### config.mk
export PLATFORM = sky130hd
export DESIGN_NAME = project_pwm_shadow_sequencer
export DESIGN_NICKNAME = d
export VERILOG_FILES = /design/src/rtl/project_pwm_shadow_sequencer_pkg.sv /design/src/rtl/project_pwm_shadow_channel.sv /design/src/rtl/project_pwm_shadow_sequencer.sv
export SDC_FILE = /design/constraint.sdc
export NUM_CORES = 1
export LEC_CHECK = 0
export BUFFER_PORTS_ARGS = -buffer_cell sky130_fd_sc_hd__buf_2
export CAP_MARGIN = 10
export CORE_ASPECT_RATIO = 1.2
export CORE_MARGIN = 3
export CORE_UTILIZATION = 35
export CTS_CLUSTER_SIZE = 8
export DETAILED_ROUTE_END_ITERATION = 10
export PLACE_DENSITY = 0.57
export SYNTH_ARGS = -nofsm -noshare
export SYNTH_HDL_FRONTEND = slang
export SYNTH_SLANG_ARGS = --single-unit
export TNS_END_PERCENT = 100
### constraint.sdc
create_clock -name i_clk -period 33 [get_ports i_clk]
set_input_delay 4.95 -clock i_clk [delete_from_list [all_inputs] [get_ports i_clk]]
set_output_delay 4.95 -clock i_clk [all_outputs]
set_load 0.03 [all_outputs]
### src/rtl/project_pwm_shadow_sequencer_pkg.sv
// Shared definitions for the PWM compare shadow sequencer.
// Holds the per-channel state encodings, the load-mode codes,
// the compare-index codes and the event qualification helper.
package project_pwm_shadow_sequencer_pkg;

    typedef enum logic [1:0] {
        ST_IDLE    = 2'b00,
        ST_PENDING = 2'b01,
        ST_ARMED   = 2'b10
    } st_e;

    localparam logic [1:0] LM_IMM    = 2'b00;
    localparam logic [1:0] LM_ZERO   = 2'b01;
    localparam logic [1:0] LM_PERIOD = 2'b10;
    localparam logic [1:0] LM_BOTH   = 2'b11;

    localparam logic [1:0] IDX_ACMPA = 2'd0;
    localparam logic [1:0] IDX_ACMPB = 2'd1;
    localparam logic [1:0] IDX_BCMPA = 2'd2;
    localparam logic [1:0] IDX_BCMPB = 2'd3;

    // An armed channel loads when its selected counter event fires.
    // Immediate mode while armed loads without waiting. Zero and period
    // together in LM_BOTH still yield a single load.
    function automatic logic evt_qualifies(input logic [1:0] mode,
                                           input logic       zero,
                                           input logic       period);
        return (mode == LM_IMM) ||
               ((mode == LM_ZERO)   && zero) ||
               ((mode == LM_PERIOD) && period) ||
               ((mode == LM_BOTH)   && (zero || period));
    endfunction

endpackage

### src/rtl/project_pwm_shadow_channel.sv
// One PWM channel's double buffer: four shadow compare registers written
// by the host, four active registers seen by the comparators, and the
// IDLE/PENDING/ARMED commit FSM with counter-event qualification.
// Active registers in o_cmp are ordered A.compa, A.compb, B.compa, B.compb
// from the LSB up.
module project_pwm_shadow_channel
    import project_pwm_shadow_sequencer_pkg::*;
#(
    parameter int WIDTH = 16
) (
    input  logic               i_clk,
    input  logic               i_reset,
    input  logic               i_wr_en,
    input  logic [1:0]         i_wr_idx,
    input  logic [WIDTH-1:0]   i_wr_data,
    input  logic               i_arm,
    input  logic               i_abort,
    input  logic [1:0]         i_mode,
    input  logic               i_zero_evt,
    input  logic               i_period_evt,
    output logic [4*WIDTH-1:0] o_cmp,
    output logic [1:0]         o_state,
    output logic               o_load_done
);

    st_e                   st_q, st_d;
    logic [3:0][WIDTH-1:0] shadow_q, shadow_d;
    logic [3:0][WIDTH-1:0] active_q, active_d;
    logic                  load_done_q, load_done_d;

    // Next state: the write lands in the shadow first, so a same-cycle
    // arm commits the freshly written value (loads copy shadow_d).
    always_comb begin
        st_d        = st_q;
        shadow_d    = shadow_q;
        active_d    = active_q;
        load_done_d = 1'b0;
        if (i_wr_en) begin
            shadow_d[i_wr_idx] = i_wr_data;
            if (st_q == ST_IDLE) st_d = ST_PENDING;
        end
        case (st_q)
            ST_IDLE, ST_PENDING: begin
                if (i_arm && (i_wr_en || (st_q == ST_PENDING))) begin
                    if (i_mode == LM_IMM) begin
                        active_d    = shadow_d;
                        st_d        = ST_IDLE;
                        load_done_d = 1'b1;
                    end else begin
                        st_d = ST_ARMED;
                    end
                end
            end
            ST_ARMED: begin
                if (i_abort) begin
                    st_d = ST_PENDING;
                end else if (evt_qualifies(i_mode, i_zero_evt, i_period_evt)) begin
                    active_d    = shadow_d;
                    st_d        = ST_IDLE;
                    load_done_d = 1'b1;
                end
            end
            default: st_d = ST_IDLE;
        endcase
    end

    // State, shadow and active registers; reset discards pending data.
    always_ff @(posedge i_clk or posedge i_reset) begin
        if (i_reset) begin
            st_q        <= ST_IDLE;
            shadow_q    <= '0;
            active_q    <= '0;
            load_done_q <= 1'b0;
        end else begin
            st_q        <= st_d;
            shadow_q    <= shadow_d;
            active_q    <= active_d;
            load_done_q <= load_done_d;
        end
    end

    assign o_cmp       = active_q;
    assign o_state     = st_q;
    assign o_load_done = load_done_q;

endmodule

### src/rtl/project_pwm_shadow_sequencer.sv
// PWM compare shadow sequencer top: decodes host shadow writes, stalls
// writes to armed channels, flags writes to nonexistent channels, and
// fans arm/mode/events out to one shadow channel per PWM channel.
// Optional macro SHADOW_SYNC_COMMIT_EN: i_arm[0] arms every pending
// channel and all channels commit on channel 0's mode and events.
module project_pwm_shadow_sequencer
    import project_pwm_shadow_sequencer_pkg::*;
#(
    parameter int NUM_CH = 3,
    parameter int WIDTH  = 16
) (
    input  logic                      i_clk,
    input  logic                      i_reset,
    input  logic                      i_wr_valid,
    output logic                      o_wr_ready,
    input  logic [1:0]                i_wr_ch,
    input  logic [1:0]                i_wr_idx,
    input  logic [WIDTH-1:0]          i_wr_data,
    input  logic [NUM_CH-1:0]         i_arm,
    input  logic [NUM_CH-1:0]         i_abort,
    input  logic [2*NUM_CH-1:0]       i_load_mode,
    input  logic [NUM_CH-1:0]         i_zero_evt,
    input  logic [NUM_CH-1:0]         i_period_evt,
    output logic [4*WIDTH*NUM_CH-1:0] o_cmp,
    output logic [2*NUM_CH-1:0]       o_state,
    output logic [NUM_CH-1:0]         o_load_done,
    output logic                      o_err
);

    logic [NUM_CH-1:0][1:0] ch_state;
    logic                   ch_ok;
    logic                   wr_acc;
    logic                   err_q, err_d;

    assign ch_ok = (32'(i_wr_ch) < 32'(NUM_CH));

    // Stall only when the addressed channel is waiting on its commit event.
    always_comb begin
        o_wr_ready = 1'b1;
        for (int c = 0; c < NUM_CH; c++) begin
            if ((i_wr_ch == 2'(c)) && (ch_state[c] == ST_ARMED)) o_wr_ready = 1'b0;
        end
    end

    assign wr_acc = i_wr_valid && o_wr_ready;

    // Out-of-range writes are accepted and dropped, with a one-cycle error.
    always_comb begin
        err_d = wr_acc && !ch_ok;
    end

    // Error pulse register.
    always_ff @(posedge i_clk or posedge i_reset) begin
        if (i_reset) err_q <= 1'b0;
        else         err_q <= err_d;
    end

    assign o_err   = err_q;
    assign o_state = ch_state;

    for (genvar c = 0; c < NUM_CH; c++) begin : g_ch
        logic       wr_en, arm_c, zero_c, period_c;
        logic [1:0] mode_c;

        assign wr_en = wr_acc && ch_ok && (i_wr_ch == 2'(c));
`ifdef SHADOW_SYNC_COMMIT_EN
        assign arm_c    = i_arm[c] || i_arm[0];
        assign mode_c   = i_load_mode[1:0];
        assign zero_c   = i_zero_evt[0];
        assign period_c = i_period_evt[0];
`else
        assign arm_c    = i_arm[c];
        assign mode_c   = i_load_mode[2*c +: 2];
        assign zero_c   = i_zero_evt[c];
        assign period_c = i_period_evt[c];
`endif

        project_pwm_shadow_channel #(.WIDTH(WIDTH)) u_ch (
            .i_clk        (i_clk),
            .i_reset      (i_reset),
            .i_wr_en      (wr_en),
            .i_wr_idx     (i_wr_idx),
            .i_wr_data    (i_wr_data),
            .i_arm        (arm_c),
            .i_abort      (i_abort[c]),
            .i_mode       (mode_c),
            .i_zero_evt   (zero_c),
            .i_period_evt (period_c),
            .o_cmp        (o_cmp[c*4*WIDTH +: 4*WIDTH]),
            .o_state      (ch_state[c]),
            .o_load_done  (o_load_done[c])
        );
    end

endmodule

== Word-level counts from Yosys, hierarchy flattened ==
Index checks and enable logic that the tools add are counted.
W data, S select, Z words.

* Flip-flop bits (word level): 394
* Input port bits: 41
* Logic and storage cells: 179

* Magnitude comparators: 3
* Equality and inequality tests: 29
* Multiplexer cells: 62
* Reductions and logical operators: 54

{| class="wikitable"
|+ Operators with widths
! operator !! count
|-
| $mux W64 || 15
|-
| $pmux W64 S2 || 3
|-
| $bwmux W64 || 3
|-
| $mux W2 || 18
|-
| $demux W16 S2 || 1
|-
| $logic_and A1 B1 Y1 || 22
|-
| $eq A2 B2 Y1 const B || 10
|-
| $ne A2 B1 Y1 const B || 9
|-
| $mux W16 || 1
|-
| $logic_or A1 B1 Y1 || 15
|-
| $mux W1 || 15
|-
| $reduce_and A5 Y1 || 3
|-
| $eq A2 B1 Y1 const B || 7
|-
| $logic_not A2 Y1 || 7
|-
| $pmux W2 S2 || 3
|-
| $ne A2 B2 Y1 const B || 3
|-
| $pmux W1 S2 || 3
|-
| $reduce_bool A2 Y1 || 3
|-
| $reduce_or A2 Y1 || 3
|-
| $lt A2 B3 Y1 const B || 1
|-
| $ge A2 B1 Y1 const B || 1
|-
| $lt A2 B2 Y1 const B || 1
|-
| $logic_not A1 Y1 || 1
|}

== Depth between registers and ports, before layout ==
* Depth after elaboration: 12
* Gate-level depth with buffers: 7

== By module ==
Synthesis repeated with hierarchy kept, for this count alone.

* Cells, all modules: 882
* Area, all modules: 14916.8 µm²

{| class="wikitable"
|+ Modules (own cells, without submodules)
! module !! times used !! cells an instance !! area each (µm²) !! sequential area each (µm²)
|-
| project_pwm_shadow_channel || 3 || 289 || 4931.0 || 3278.1
|-
| project_pwm_shadow_sequencer || 1 || 15 || 123.9 || 25.0
|}

== Worst setup path after synthesis ==
OpenSTA, ideal clock, no wires.

* Path kind: input -> output
* Start: input i_wr_ch[1]
* End: output o_wr_ready
* Arrival: 5634 ps
* Required time: 28050 ps
* Path slack: 22416 ps
* Stages on the path: 3
* Path through: nand2b_1 -> buf_4 -> o32a_1

* Longest elaborated chain between the ends: 5
* Elaborated cells between the ends (all ways): 9
* Classes of those cells: eq/ne: 2; mux: 3; reduce/logical: 4

{| class="wikitable"
|+ Ends and longest elaborated chain
! item !! RTL line !! source
|-
| from (decl) || project_pwm_shadow_sequencer.sv:16 || <nowiki>input logic [1:0] i_wr_ch,</nowiki>
|-
| $logic_not A2 Y1 || project_pwm_shadow_sequencer.sv:41 || <nowiki>if ((i_wr_ch == 2'(c)) && (ch_state[c] == ST_ARMED)) o_wr_ready = 1'b0;</nowiki>
|-
| $logic_and A1 B1 Y1 || project_pwm_shadow_sequencer.sv:41 ||
|-
| $mux W1 (2 in series) || project_pwm_shadow_sequencer.sv:41 ||
|-
| $mux W1 (*) || project_pwm_shadow_sequencer.sv:41 ||
|-
| to (decl) || project_pwm_shadow_sequencer.sv:15 || <nowiki>output logic o_wr_ready,</nowiki>
|}

Mark *: on every way between the ends. The rest lies on a longest branch, timed or not.

== Worst setup path in the final report ==
Same ends and word-level chain as after synthesis.

==> flow_summary_export.csv <==
group,metric,value,unit
hold_path,hold_path_end,"g_ch[2].u_ch.shadow_q[41]",
clock_tree,post_cts_buffers,0,
die,die_w,196,microns
layout,final_cells,1709,
synth,ys_seq_area_share,65.2,%
hold_path,min-delay-start,"g_ch[2].u_ch.shadow_q[41]",
clock_tree,htree_levels,2,
layout,final_cell_mix,"dfrtp_1 (394), buf_2 (243), mux2_2 (204)",
critical_path,crit_arrival,5.97,ns
critical_path,timing_worst_setup_path_type,"in2out",
global_route,overflow,0,
status,status,"finished clean",
critical_path,reg2reg_setup_slack,30.15,ns
hold_path,hp-class,"reg2reg",
synth,netlist_instances,908,
clock_tree,cts_max_path_buffers,3,
critical_path,rr_startpoint,"g_ch[1].u_ch.o_state[0]",
flow_run,maxCapViolations,0,
synth,syn_nets,949,
timing,tns,0,ns
timing,holdWs,0.475,ns
layout,fin_nets,1200,
critical_path,critical_path_required,28.05,ns
critical_path,critPathLaunchType,"input pin",
global_route,grt_usage,16.2,%
timing,min_period_over_period,33.1,%
synth,synth_area_leaders,"dfrtp_1 (65%), mux2_2 (15%), mux2_1 (12%)",
synth,yosys_warnings,0,
die,die_area,0.0457,sq mm
global_route,grt_max_degree,125,
die,start_util,35.8,%
placement,place_congestion,0.795,
route,finalWirelength,36900,microns
timing,clock.fmax,91.6,MHz
global_route,antenna_found_initial,3,
route,dr.pass1.iters,4,
timing,setup_viol,0,
route,drc,0,
clock_tree,clk_latency,0.59,ns
clock_tree,cts-root-buf,"clkbuf_16",
route,first_iter_violations,297,
route,avgRoutedWirePerCell,21.6,microns
synth,yosysTopAreaCell,"dfrtp_1",
clock_tree,clk_pin_slew,0.05,ns
timing,fin_crit,10.92,ns
clock_tree,cts_resized,0,
synth,synth_top_area_share,65.2,%
route,antenna_left,0,
global_route,first_global_vias,8813,
placement,hpwl,23600,microns
die,core,0.0422,sq mm
layout,drive_gt1_share,47.6,%
timing,slew_headroom,32.1,%
timing,grt_setup_unrepaired,"no",
global_route,grt_pass1_wl,56200,microns
route,num_vias,8383,
clock_tree,postCtsHoldBufs,0,
die,fp-row-count,82,
synth,syn_area_per_cell,16.6,sq um
route,viasPerCell,4.91,
die,die_h,234,microns
hold_path,hold_depth,1,
clock_tree,numClockSinks,394,
critical_path,reg2regPathDepth,5,
layout,final_common_cell,"dfrtp_1",
timing,hold_violations,0,
power_and_ir_drop,static-leakage-power,8.86,nW
placement,port_buffers,243,
synth,yosys_register_bits,394,
synth,synth_cell_types,35,
critical_path,cp_max_fo,9,
power_and_ir_drop,p_per_area,100,mW/mm^2
critical_path,cp-end-kind,"output port",
timing,slew_violations,0,
power_and_ir_drop,ir_drop,64.7,uV
die,ios,244,
clock_tree,cts_tree,"built",
timing,fin_skew,0.0123,ns
timing,worst_pin_slew,1.02,ns
synth,syn_area,0.0151,sq mm
clock_tree,cts_made_buffers,55,
placement,place_inst,1648,
critical_path,regToRegEndpoint,"g_ch[1].u_ch.o_cmp[33]",
layout,area_growth,20.8,%
==> routing by layer <==
metal,up-vias,global-route usage [%],routed length (microns)
met5,-,0,0
li1,3698,-,-
met1,4391,22.0,16700
met4,0,4.57,895
met3,61,4.63,2490
met2,233,25.5,16800
==> cell usage after synthesis <==
library cell,count
mux2_4,20
nand3_1,1
o32a_1,1
nand3b_4,1
nor2_1,7
clkbuf_1,17
nand2b_1,3
nand3b_2,1
nand3b_1,3
mux2_2,204
nor2_2,1
a22o_1,3
mux2_1,160
nand4bb_1,2
o211ai_1,3
nand4_2,3
and3_1,1
nor3_4,6
and2_1,1
a31oi_1,1
or3_1,1
buf_4,11
inv_1,5
buf_6,2
o21ai_0,1
buf_2,30
dfrtp_1,394
o32ai_1,1
o21ai_1,2
a21oi_1,6
nor3b_1,2
and3b_1,2
nand2_1,2
o31ai_1,5
nor2b_1,5
==> worst max path at each step <==
stage	slack, ns	startpoint	to	depth (start not counted)
6_report	22.08	i_wr_ch[1]	o_wr_ready	4
2_1_floorplan	17.10	i_reset	g_ch[0].u_ch.o_cmp[0]	1
3_3_place_gp	22.11	i_wr_ch[1]	o_wr_ready	4
3_5_place_dp	22.10	i_wr_ch[1]	o_wr_ready	4
5_1_grt	22.01	i_wr_ch[1]	o_wr_ready	4
4_1_cts	22.10	i_wr_ch[1]	o_wr_ready	4
==> metrics by stage <==
step	instance area (sq um)	worst slack, ns	utilization (%)	total power, mW
final	18300	22.08	43.3	1.83
after global routing	18300	22.01	43.3	1.93
after CTS	18300	22.10	43.3	1.86
after detailed placement	16800	22.10	39.9	1.36
after global placement	16800	22.11	39.9	1.34
after floorplan	15100	17.10	-	1.15
==> critical path: stages <==
cell      delay (ns)
buf_2           0.15
nand2b_1        0.32
o32a_1          0.37
buf_2           0.18
==> flip-flops by register name, summed over array words and instances (netlist names) <==
register / flops
g_ch.u_ch.o_state: 6
g_ch.u_ch.o_load_done: 3
o_err: 1
g_ch.u_ch.o_cmp: 192
g_ch.u_ch.shadow_q: 192
==> cells by family after synthesis <==
logic type	after synthesis	share of synthesized area, %
buffers and inverters	65	2.24
AND/OR/NAND/NOR	42	2.37
multiplexers	384	29.1
flip-flops	394	65.2
AO/OA/AOI/OAI	23	1.04
==> cell type report <==
class	count	area, sq um
flip-flops and latches	394	9860
multi-input cells	449	4950
clock inverters	4	56.3
diodes	1	2.50
repair buffers	254	1300
fillers	3804	23900
clock buffers	56	1380
inverters	5	26.3
well taps	546	683
==> power by group <==
part / total, mW / switching [mW] / leakage (nW) / internal [mW]
Combinational: 0.596 / 0.388 / 3.21 / 0.208
Sequential: 0.740 / 0.0774 / 4.94 / 0.662
Clock: 0.492 / 0.199 / 0.703 / 0.293
Total: 1.83 / 0.664 / 8.86 / 1.16
No activity file was read; power rests on OpenSTA's default activity.
